--- src/rtl/cnn_mac_sched.sv ---
// Dot-product sequencer: streams activation/weight pairs from two memories into a shared
// 2-stage multiplier and accumulates the products. Optional bias preload under CNN_MAC_BIAS_EN.
module cnn_mac_sched #(
    parameter int ADDR_W = 10,
    parameter int ACC_W  = 32
) (
    input  logic              clk,
    input  logic              reset_n,
    input  logic              start,
    input  logic [ADDR_W:0]   len,
`ifdef CNN_MAC_BIAS_EN
    input  logic [15:0]       bias,
`endif
    output logic              busy,
    output logic              act_rd,
    output logic [ADDR_W-1:0] act_addr,
    input  logic [15:0]       act_data,
    output logic              wgt_rd,
    output logic [ADDR_W-1:0] wgt_addr,
    input  logic [7:0]        wgt_data,
    output logic              mul_ce,
    output logic [15:0]       mul_a,
    output logic [7:0]        mul_b,
    input  logic [23:0]       mul_p,
    output logic              res_valid,
    input  logic              res_ready,
    output logic [ACC_W-1:0]  res_data,
    output logic [1:0]        dbg_state
);

    typedef enum logic [1:0] {IDLE, ISSUE, DRAIN, DONE} state_e;

    localparam logic [ADDR_W:0]   LEN_ONE  = (ADDR_W+1)'(1);
    localparam logic [ADDR_W-1:0] ADDR_ONE = ADDR_W'(1);

    state_e            state_q;
    logic [ADDR_W-1:0] addr_q;
    logic [ADDR_W:0]   len_q;
    logic [2:0]        tag_q;
    logic [ACC_W-1:0]  acc_q;
    logic [ACC_W-1:0]  acc_init;
    logic [ACC_W-1:0]  prod_ext;
    logic              issuing;
    logic              running;

    assign issuing = (state_q == ISSUE);
    assign running = (state_q == ISSUE) || (state_q == DRAIN);

`ifdef CNN_MAC_BIAS_EN
    // Bias is pre-scaled by 2^8 so it lines up with the 16x8 product fixed-point scale.
    assign acc_init = {{(ACC_W-16){bias[15]}}, bias} << 8;
`else
    assign acc_init = '0;
`endif

    assign prod_ext = {{(ACC_W-24){mul_p[23]}}, mul_p};

    assign busy      = (state_q != IDLE);
    assign act_rd    = issuing;
    assign wgt_rd    = issuing;
    assign act_addr  = addr_q;
    assign wgt_addr  = addr_q;
    assign mul_ce    = running;
    assign mul_a     = running ? act_data : '0;
    assign mul_b     = running ? wgt_data : '0;
    assign res_valid = (state_q == DONE);
    assign res_data  = acc_q;
    assign dbg_state = state_q;

    // Handshake: res_valid/res_data are held until res_valid && res_ready is seen at a
    // rising edge; start is only looked at while IDLE, so it is ignored in the handshake cycle.
    always_ff @(posedge clk or negedge reset_n) begin
        if (!reset_n) begin
            state_q <= IDLE;
            addr_q  <= '0;
            len_q   <= '0;
            tag_q   <= '0;
            acc_q   <= '0;
        end else begin
            // tag[k] follows a real read k+1 cycles after its address was issued;
            // tag[2] lines up with that read's product on mul_p.
            tag_q <= {tag_q[1:0], issuing};
            if (tag_q[2]) begin
                acc_q <= acc_q + prod_ext;
            end
            case (state_q)
                IDLE: begin
                    if (start) begin
                        len_q   <= len;
                        addr_q  <= '0;
                        acc_q   <= acc_init;
                        state_q <= (len == '0) ? DONE : ISSUE;
                    end
                end
                ISSUE: begin
                    if ({1'b0, addr_q} == len_q - LEN_ONE) begin
                        state_q <= DRAIN;
                    end else begin
                        addr_q <= addr_q + ADDR_ONE;
                    end
                end
                DRAIN: begin
                    // tag[2] is consumed on this same edge, so only the younger stages matter.
                    if (tag_q[1:0] == 2'b00) begin
                        state_q <= DONE;
                    end
                end
                DONE: begin
                    if (res_ready) begin
                        state_q <= IDLE;
                    end
                end
                default: state_q <= IDLE;
            endcase
        end
    end

endmodule

--- config.mk ---
export PLATFORM = sky130hd
export DESIGN_NAME = cnn_mac_sched
export DESIGN_NICKNAME = d
export VERILOG_FILES = /design/src/rtl/cnn_mac_sched.sv
export SDC_FILE = /design/constraint.sdc
export NUM_CORES = 1
export LEC_CHECK = 0
export ABC_AREA = 1
export CORE_MARGIN = 4
export CORE_UTILIZATION = 35
export CTS_CLUSTER_DIAMETER = 150
export DETAILED_ROUTE_END_ITERATION = 16
export PLACE_DENSITY = 0.71
export SKIP_CTS_REPAIR_TIMING = 1
export SLEW_MARGIN = 40
export SYNTH_ARGS = -nofsm -noshare
export SYNTH_HDL_FRONTEND = slang
export SYNTH_SLANG_ARGS = --single-unit
--- constraint.sdc ---
create_clock -name clk -period 2.25 [get_ports clk]
set_input_delay 0.45 -clock clk [delete_from_list [all_inputs] [get_ports clk]]
set_output_delay 0.45 -clock clk [all_outputs]
set_load 0.05 [all_outputs]
==> out/metrics.yaml, run 1 <==
drt:
  drtAntennaViolNets: 0
  avgViaCountPerCell: 4.89
  wl_per_cell_um: 13.9
  routed_wirelength_um: 17300
  drtPass1Iterations: 5
  route.detailed.drc: 0
  vias: 6089
  drtIter0Drc: 295
yosys:
  ys_top_cells_by_area: "dfrtp_1 (27%), nand2_1 (17%), inv_1 (9.0%)"
  synth_cell_types: 41
  yosys_warnings: 0
  yosysSeqAreaShare_pct: 27.5
  synth_top_area_share_pct: 27.5
  synth_edf_count: 0
  syn_inst: 841
  synth.largest_area_cell: "dfrtp_1"
  netlist_area_um2: 5290
  syn_area_per_cell_um2: 6.28
  async_flop_share_pct: 100
  syn-num-nets: 943
  ys_ff_latch: 58
  synthFlopType: "dfrtp_1"
floorplanning:
  die_h_um: 131
  fp.dieW_um: 131
  initial_core_util_pct: 36.1
  row_count: 44
  die_area_um2: 17100
  core_area_um2: 14600
  io_pins: 146
clock_tree:
  cts-root-buf: "clkbuf_16"
  clk_latency_ns: 0.34
  cts_sinks: 58
  cts_made_buffers: 9
  clk_pin_slew_worst_paths_ns: 0.05
  cts_tree: "built"
  clockBufferDepth: 2
  cts_max_level: 3
cells_and_area:
  drive_gt1_share_pct: 20.4
  fin_util_pct: 57.2
  design_area_um2: 8370
  area_growth_pct: 58.5
  num_antenna_cells: 0
  fillCellCount: 1369
  fin_nets: 1159
placed_design:
  portBuffers: 145
  placed_cell_area_um2: 7830
  hpwlAfterDp_um: 13700
  dp_slack_ns: -0.387
  gp_congestion: 0.897
power:
  ir_drop_v: 0.00108
  p_int_w: 0.00664
  power.share.switching_pct: 51.7
  pwr-share-clk_pct: 10.2
  p_leak_nw: 4.04
  comb_power_share_pct: 74.7
  p_seq_share_pct: 15.1
  cellPowerDensity_nw_per_um2: 1640
  p_sw_w: 0.00710
critical_path:
  crit_path_start_kind: "flop"
  setup.worst_path.end_class: "primary output"
  cp_slowest_cell: "clkdlybuf4s50_1"
  cp.required_ns: 1.80
  worstPathCellList: "clkdlybuf4s50_1"
  arrival_ns: 1.73
  path_max_fanout: 8
  worstPathBufferInverterCount: 1
  critical_path_depth: 1
  path_delay_family: "buffers and inverters"
  critical_path.max_stage_delay_ns: 0.87
  criticalPathCategory: "reg -> out"
  worst_r2r_path_depth: 15
worst_hold_path:
  hold_class: "in -> async"
timing:
  final_max_slew_viol_count: 0
  fmax_mhz: 459
  fin_tns_setup_ns: 0
  fin_crit_sh_pct: 96.8
  finClkSkew_ns: 0.00884
  finalSetupViolCount: 0
  rsz0062_at_grt: "true"
  relSlewSlack_pct: 55.0
  finalCriticalPeriod_ns: 2.18
  finalHoldViolCount: 0
  fin_ws_ns: 0.0724
  worst_slew_pin_slew_ns: 0.676
global_routing:
  grtUsageTotal_pct: 20.5
  grt_pass1_wl_um: 27900
  grt-ovfl-total: 0
  antenna_found_initial: 0
  grt_max_degree: 59
  grt_pass1_vias: 5919
status:
  status: "completed"
flow_run:
  maxCapViolations: 0
==> stage by stage <==
step	hold slack [ns]	total power [W]	cells
floorplan	0.154	0.00802	841
global placement	0.354	0.0118	1227
detailed placement	0.360	0.0120	1227
CTS	0.123	0.0134	1243
global route	0.143	0.0148	1246
finish	0.114	0.0137	1246
==> metal layers <==
metal / vias up / part of all wire [%] / track usage, % / wire, um
met4: 0 / 2.3 / 7.26 / 403
met5: - / 0 / 0 / 0
met3: 32 / 6.0 / 4.92 / 1040
met2: 179 / 48 / 35.2 / 8360
met1: 2777 / 43 / 25.1 / 7480
li1: 3101 / - / - / -
==> synthesized netlist by cell type, drive strengths merged (2+ instances only) <==
cell      n
o21ai    38
ha       38
a21oi    36
nand3b    3
o211ai   10
or2       2
xor2     10
dfrtp    58
a21o      5
nor2    119
nand4     6
nand2   244
nor3     11
o21a      3
clkbuf   14
o21bai    5
buf      14
nand3    79
xnor2     5
inv     128
nor4      4
==> worst reg2reg max path: stages, from the launching register on <==
cell      delay [ns]
dfrtp_1         0.40
ha_4            0.18
fa_2            0.39
nand2_2         0.10
nand2_2         0.05
nand3b_1        0.12
nand2_2         0.08
a21oi_2         0.16
buf_6           0.15
inv_2           0.04
nand2_2         0.06
nand3_2         0.05
nand2_1         0.07
nand3_1         0.06
nand2_1         0.09
inv_1           0.03
==> sequential cells by signal (all words and copies together) (netlist names) <==
signal / count
act_addr: 10
len_q: 11
dbg_state: 2
tag_q: 3
res_data: 32
==> placed cells by master, fill, tap and decap left out, types with 3 or more instances in the layout <==
master           netlist  routed
a21o_1                 5       5
a21oi_1               36      23
a21oi_2                0      13
buf_12                 0      29
buf_4                 11      86
clkbuf_1              13       3
clkbuf_16              0       9
clkdlybuf4s50_1        0     113
clkinvlp_4             0      20
dfrtp_1               58      55
dfrtp_2                0       3
ha_1                  38      30
ha_4                   0       7
inv_1                127     106
nand2_1              240     234
nand2_2                2       8
nand3_1               78      75
nand3_2                1       4
nand3b_1               3       3
nand4_1                6       6
nor2_1               112     105
nor2_2                 6      13
nor3_1                11       6
nor3_2                 0       5
nor4_1                 4       4
o211ai_1              10      10
o21a_1                 3       3
o21ai_0               38      32
o21ai_1                0       6
o21bai_1               5       4
xnor2_1                5       5
xor2_1                10       9
==> power by group through the flow <==
stage               sequential [W]  clock, W  combinational (W)
global route               0.00214   0.00148             0.0112
global placement           0.00205         0            0.00978
CTS                        0.00206   0.00144            0.00995
detailed placement         0.00207         0            0.00990
finish                     0.00208   0.00141             0.0103
floorplan                  0.00292         0            0.00510
==> area by class of cell <==
class | count | area [um^2] | area share [%]
inverter | 129 | 559 | 6.68
clock buffer | 14 | 264 | 3.15
clock inverter | 2 | 35.0 | 0.418
tap | 184 | 230 | 2.75
sequential | 58 | 1460 | 17.4
timing repair buffer | 233 | 2410 | 28.8
multi-input combinational | 626 | 3420 | 40.8
==> logic make-up after synthesis <==
| logic type | share of synthesized area, % |
|---|---|
| xor+xnor | 2.49 |
| flops | 27.5 |
| simple gates | 37.5 |
| fa+ha+maj | 9.38 |
| buf+inv | 12.1 |
| compound gates | 11.1 |
==> final timing paths <==
path	start	end	slack [ns]
worst max-delay path	act_addr[0]	wgt_addr[0]	0.07
worst min-delay path	reset_n	res_data[6]	0.11
worst max register to register	res_data[0]	res_data[26]	0.14
worst min register to register	tag_q[0]	tag_q[1]	0.37
max in group asynchronous	reset_n	dbg_state[0]	1.85
min in group clk	tag_q[0]	tag_q[1]	0.37
No activity file was read; power rests on OpenSTA's default activity.
==> inputs of run 2 (changes only) <==
--- a/config.mk
+++ b/config.mk
@@ -5,12 +5,11 @@
 export SDC_FILE = /design/constraint.sdc
 export NUM_CORES = 1
 export LEC_CHECK = 0
-export ABC_AREA = 1
 export CORE_MARGIN = 4
 export CORE_UTILIZATION = 35
 export CTS_CLUSTER_DIAMETER = 150
 export DETAILED_ROUTE_END_ITERATION = 16
-export PLACE_DENSITY = 0.71
+export PLACE_DENSITY = 0.73
 export SKIP_CTS_REPAIR_TIMING = 1
 export SLEW_MARGIN = 40
 export SYNTH_ARGS = -nofsm -noshare
==> run 2 against run 1 <==
  * Synthesized cell count decreased by 37%
  * Non-clock buffer count increased by 56
  * Sequential cell count unchanged
  * Critical path depth increased by 11
  * Hold slack improved by 0.26 ns
  * Sequential share of layout area decreased by 0.24 points
  * Wire length decreased by 4.7%
  * Critical endpoint is now res_data[30]
  * The flow now finishes with violations (negative setup slack)
  * Setup slack got worse by 0.51 ns
==> out/metrics.yaml, run 2 <==
clock_tree:
  cts_sinks: 58  # unchanged
  clk_pin_slew_worst_paths_ns: 0.05  # about the same
  clockBufferDepth: 2  # unchanged
  clk_latency_ns: 0.33  # was 0.34 ns
  cts-root-buf: "clkbuf_16"  # unchanged
  cts_max_level: 3  # unchanged
  cts_made_buffers: 9  # unchanged
  cts_tree: "built"  # unchanged
timing:
  finalHoldViolCount: 0  # unchanged
  hold-worst-slack_ns: 0.374  # was 0.114 ns
  worst_slew_pin_slew_ns: 0.553  # was 0.676 ns
  fin_crit_sh_pct: 119  # was 96.8%
  final_max_slew_viol_count: 0  # unchanged
  finalCriticalPeriod_ns: 2.68  # was 2.18 ns
  fmax_mhz: 372  # was 459 MHz
  fin_ws_ns: -0.435  # was 0.0724 ns
  relSlewSlack_pct: 63.1  # was 55.0%
  finClkSkew_ns: 0.00552  # was 0.00884 ns
  rsz0062_at_grt: "true"  # unchanged
  finalSetupViolCount: 32  # was 0
  fin_tns_setup_ns: -7.14  # was 0 ns
yosys:
  synth_top_area_share_pct: 31.5  # was 27.5%
  synth.cells.most_frequent: "dfrtp_1 (58), nand2_1 (53), nor2_1 (47)"  # was nand2_1 (240), inv_1 (127), nor2_1 (112)
  ys_top_cells_by_area: "dfrtp_1 (32%), ha_1 (10%), mux2i_1 (5.0%)"  # was dfrtp_1 (27%), nand2_1 (17%), inv_1 (9.0%)
  syn_inst: 534  # was 841
  ys_ff_latch: 58  # unchanged
  netlist_area_um2: 4600  # was 5290 um^2
  synth_cell_types: 62  # was 41
  synth_most_common_cell: "dfrtp_1"  # was nand2_1
  async_flop_share_pct: 100  # unchanged
  yosysSeqAreaShare_pct: 31.5  # was 27.5%
  synthFlopType: "dfrtp_1"  # unchanged
  syn_area_per_cell_um2: 8.62  # was 6.28 um^2
  synth.largest_area_cell: "dfrtp_1"  # unchanged
  yosys_warnings: 0  # unchanged
  synth_edf_count: 0  # unchanged
  syn-num-nets: 636  # was 943
floorplanning:
  fp.dieW_um: 123  # was 131 um
  die_h_um: 123  # was 131 um
  row_count: 41  # was 44
  die_area_um2: 15100  # was 17100 um^2
  initial_core_util_pct: 36.0  # was 36.1%
  core_area_um2: 12800  # was 14600 um^2
  io_pins: 146  # unchanged
global_routing:
  grt-ovfl-total: 0  # unchanged
  grt_pass1_vias: 5098  # was 5919
  grt_max_degree: 35  # was 59
  grt_pass1_wl_um: 24400  # was 27900 um
  antenna_found_initial: 0  # unchanged
  grtUsageTotal_pct: 20.1  # was 20.5%
power:
  p_leak_nw: 3.99  # was 4.04 nW
  cellPowerDensity_nw_per_um2: 1280  # was 1640 nW/um^2
  ir_drop_v: 0.000913  # was 0.00108 V
worst_hold_path:
  hold_class: "reg -> reg"  # was in -> async
drt:
  route.detailed.drc: 0  # unchanged
  wl_per_cell_um: 16.8  # was 13.9 um
  avgViaCountPerCell: 5.25  # was 4.89
  drtAntennaViolNets: 0  # unchanged
  vias: 5153  # was 6089
  drtPass1Iterations: 4  # was 5
  routed_wirelength_um: 16500  # was 17300 um
  drtIter0Drc: 321  # was 295
critical_path:
  setup.worst_path.end_class: "flop"  # was primary output
  cp.required_ns: 2.46  # was 1.80 ns
  path_max_fanout: 3  # was 8
  criticalPathCategory: "reg -> reg"  # was reg -> out
  crit_path_start_kind: "flop"  # unchanged
  arrival_ns: 2.89  # was 1.73 ns
  r2r_slack_ns: -0.43  # was 0.14 ns
placed_design:
  gp_congestion: 0.968  # was 0.897
  dp_slack_ns: -0.826  # was -0.387 ns
  dp_cells: 947  # was 1227
  hpwlAfterDp_um: 11500  # was 13700 um
  portBuffers: 145  # unchanged
status:
  violations: "negative setup slack"
  status: "complete, but fails checks"  # was completed
cells_and_area:
  area_growth_pct: 87.5  # was 58.5%
  num_antenna_cells: 0  # unchanged
  layout_common_cells: "buf_4 (136), clkdlybuf4s50_1 (94), nand2_1 (50)"  # was nand2_1 (234), clkdlybuf4s50_1 (113), inv_1 (106)
  final_common_cell: "buf_4"  # was nand2_1
  stdcell_count: 982  # was 1246
  largest_register_ffs: 32  # unchanged
  fin_nets: 907  # was 1159
  fin_util_pct: 67.6  # was 57.2%
  drive_gt1_share_pct: 41.2  # was 20.4%
flow_run:
  maxCapViolations: 0  # unchanged
## run 2: cell count changes after synthesis, sizes merged, moves of 14 or more
cell,delta
nand2,-191
xnor2,+14
nor2,-72
and2,+25
nand3,-66
mux2i,+23
inv,-105
## run 2: final cells by class
class	count	area, um^2
clock buffer	11	243
clock inverter	5	30.0
fill	918	4140
inverter	23	86.3
multi-input combinational	424	3710
sequential	58	1480
tap	172	215
timing repair buffer	289	2870
## run 2: routing by layer
metal  vias to the layer above  GRT usage [%]  routed length, um
li1                       2442              -                  -
met1                      2488           25.6               6730
met2                       186           33.3               8350
met3                        37           4.38                975
met4                         0           7.42                418
met5                         -              0                  0
## run 2: final timing paths
check / startpoint / endpoint / cells past startpoint
hold reg to reg: tag_q[1] / tag_q[2] / 0
max in group asynchronous: reset_n / res_data[11] / 3
hold / removal: tag_q[1] / tag_q[2] / 0
setup reg to reg: res_data[0] / res_data[30] / 12
min in group asynchronous: reset_n / act_addr[8] / 2
setup / recovery: res_data[0] / res_data[30] / 12
## run 2: critical path: stages (launching register included)
cell       delay (ns)
dfrtp_2          0.38
ha_4             0.15
fa_2             0.20
a21o_1           0.13
nand4_1          0.09
a2111o_1         0.51
a2111oi_4        0.41
o41ai_2          0.15
buf_4            0.15
o21ai_1          0.12
nand2_1          0.09
nand3_1          0.09
o211ai_1         0.08
## run 2: report_power, final
group | total (W) | leakage (nW) | internal, W | switching [W]
logic | 0.00802 | 3.20 | 0.00398 | 0.00404
registers | 0.00174 | 0.658 | 0.00142 | 0.000325
clock network | 0.00129 | 0.131 | 0.000769 | 0.000520
total | 0.0111 | 3.99 | 0.00617 | 0.00488
## run 2: logic make-up (layout without fill, tap and decap cells)
family,count (synthesis),after routing,synth area share [%]
compound gates,128,128,18.0
xor+xnor,39,39,7.42
fa+ha+maj,39,39,10.8
flops,58,58,31.5
buf+inv,52,328,5.30
mux,24,24,5.33
simple gates,194,194,21.6
## run 2: through the flow
step           instance area [um^2]  total power [W]
2_1_floorplan                  4880          0.00564
3_3_place_gp                   7550          0.00823
3_5_place_dp                   7550          0.00841
4_1_cts                        7830          0.00975
5_1_grt                        8630           0.0117
6_report                       8630           0.0111
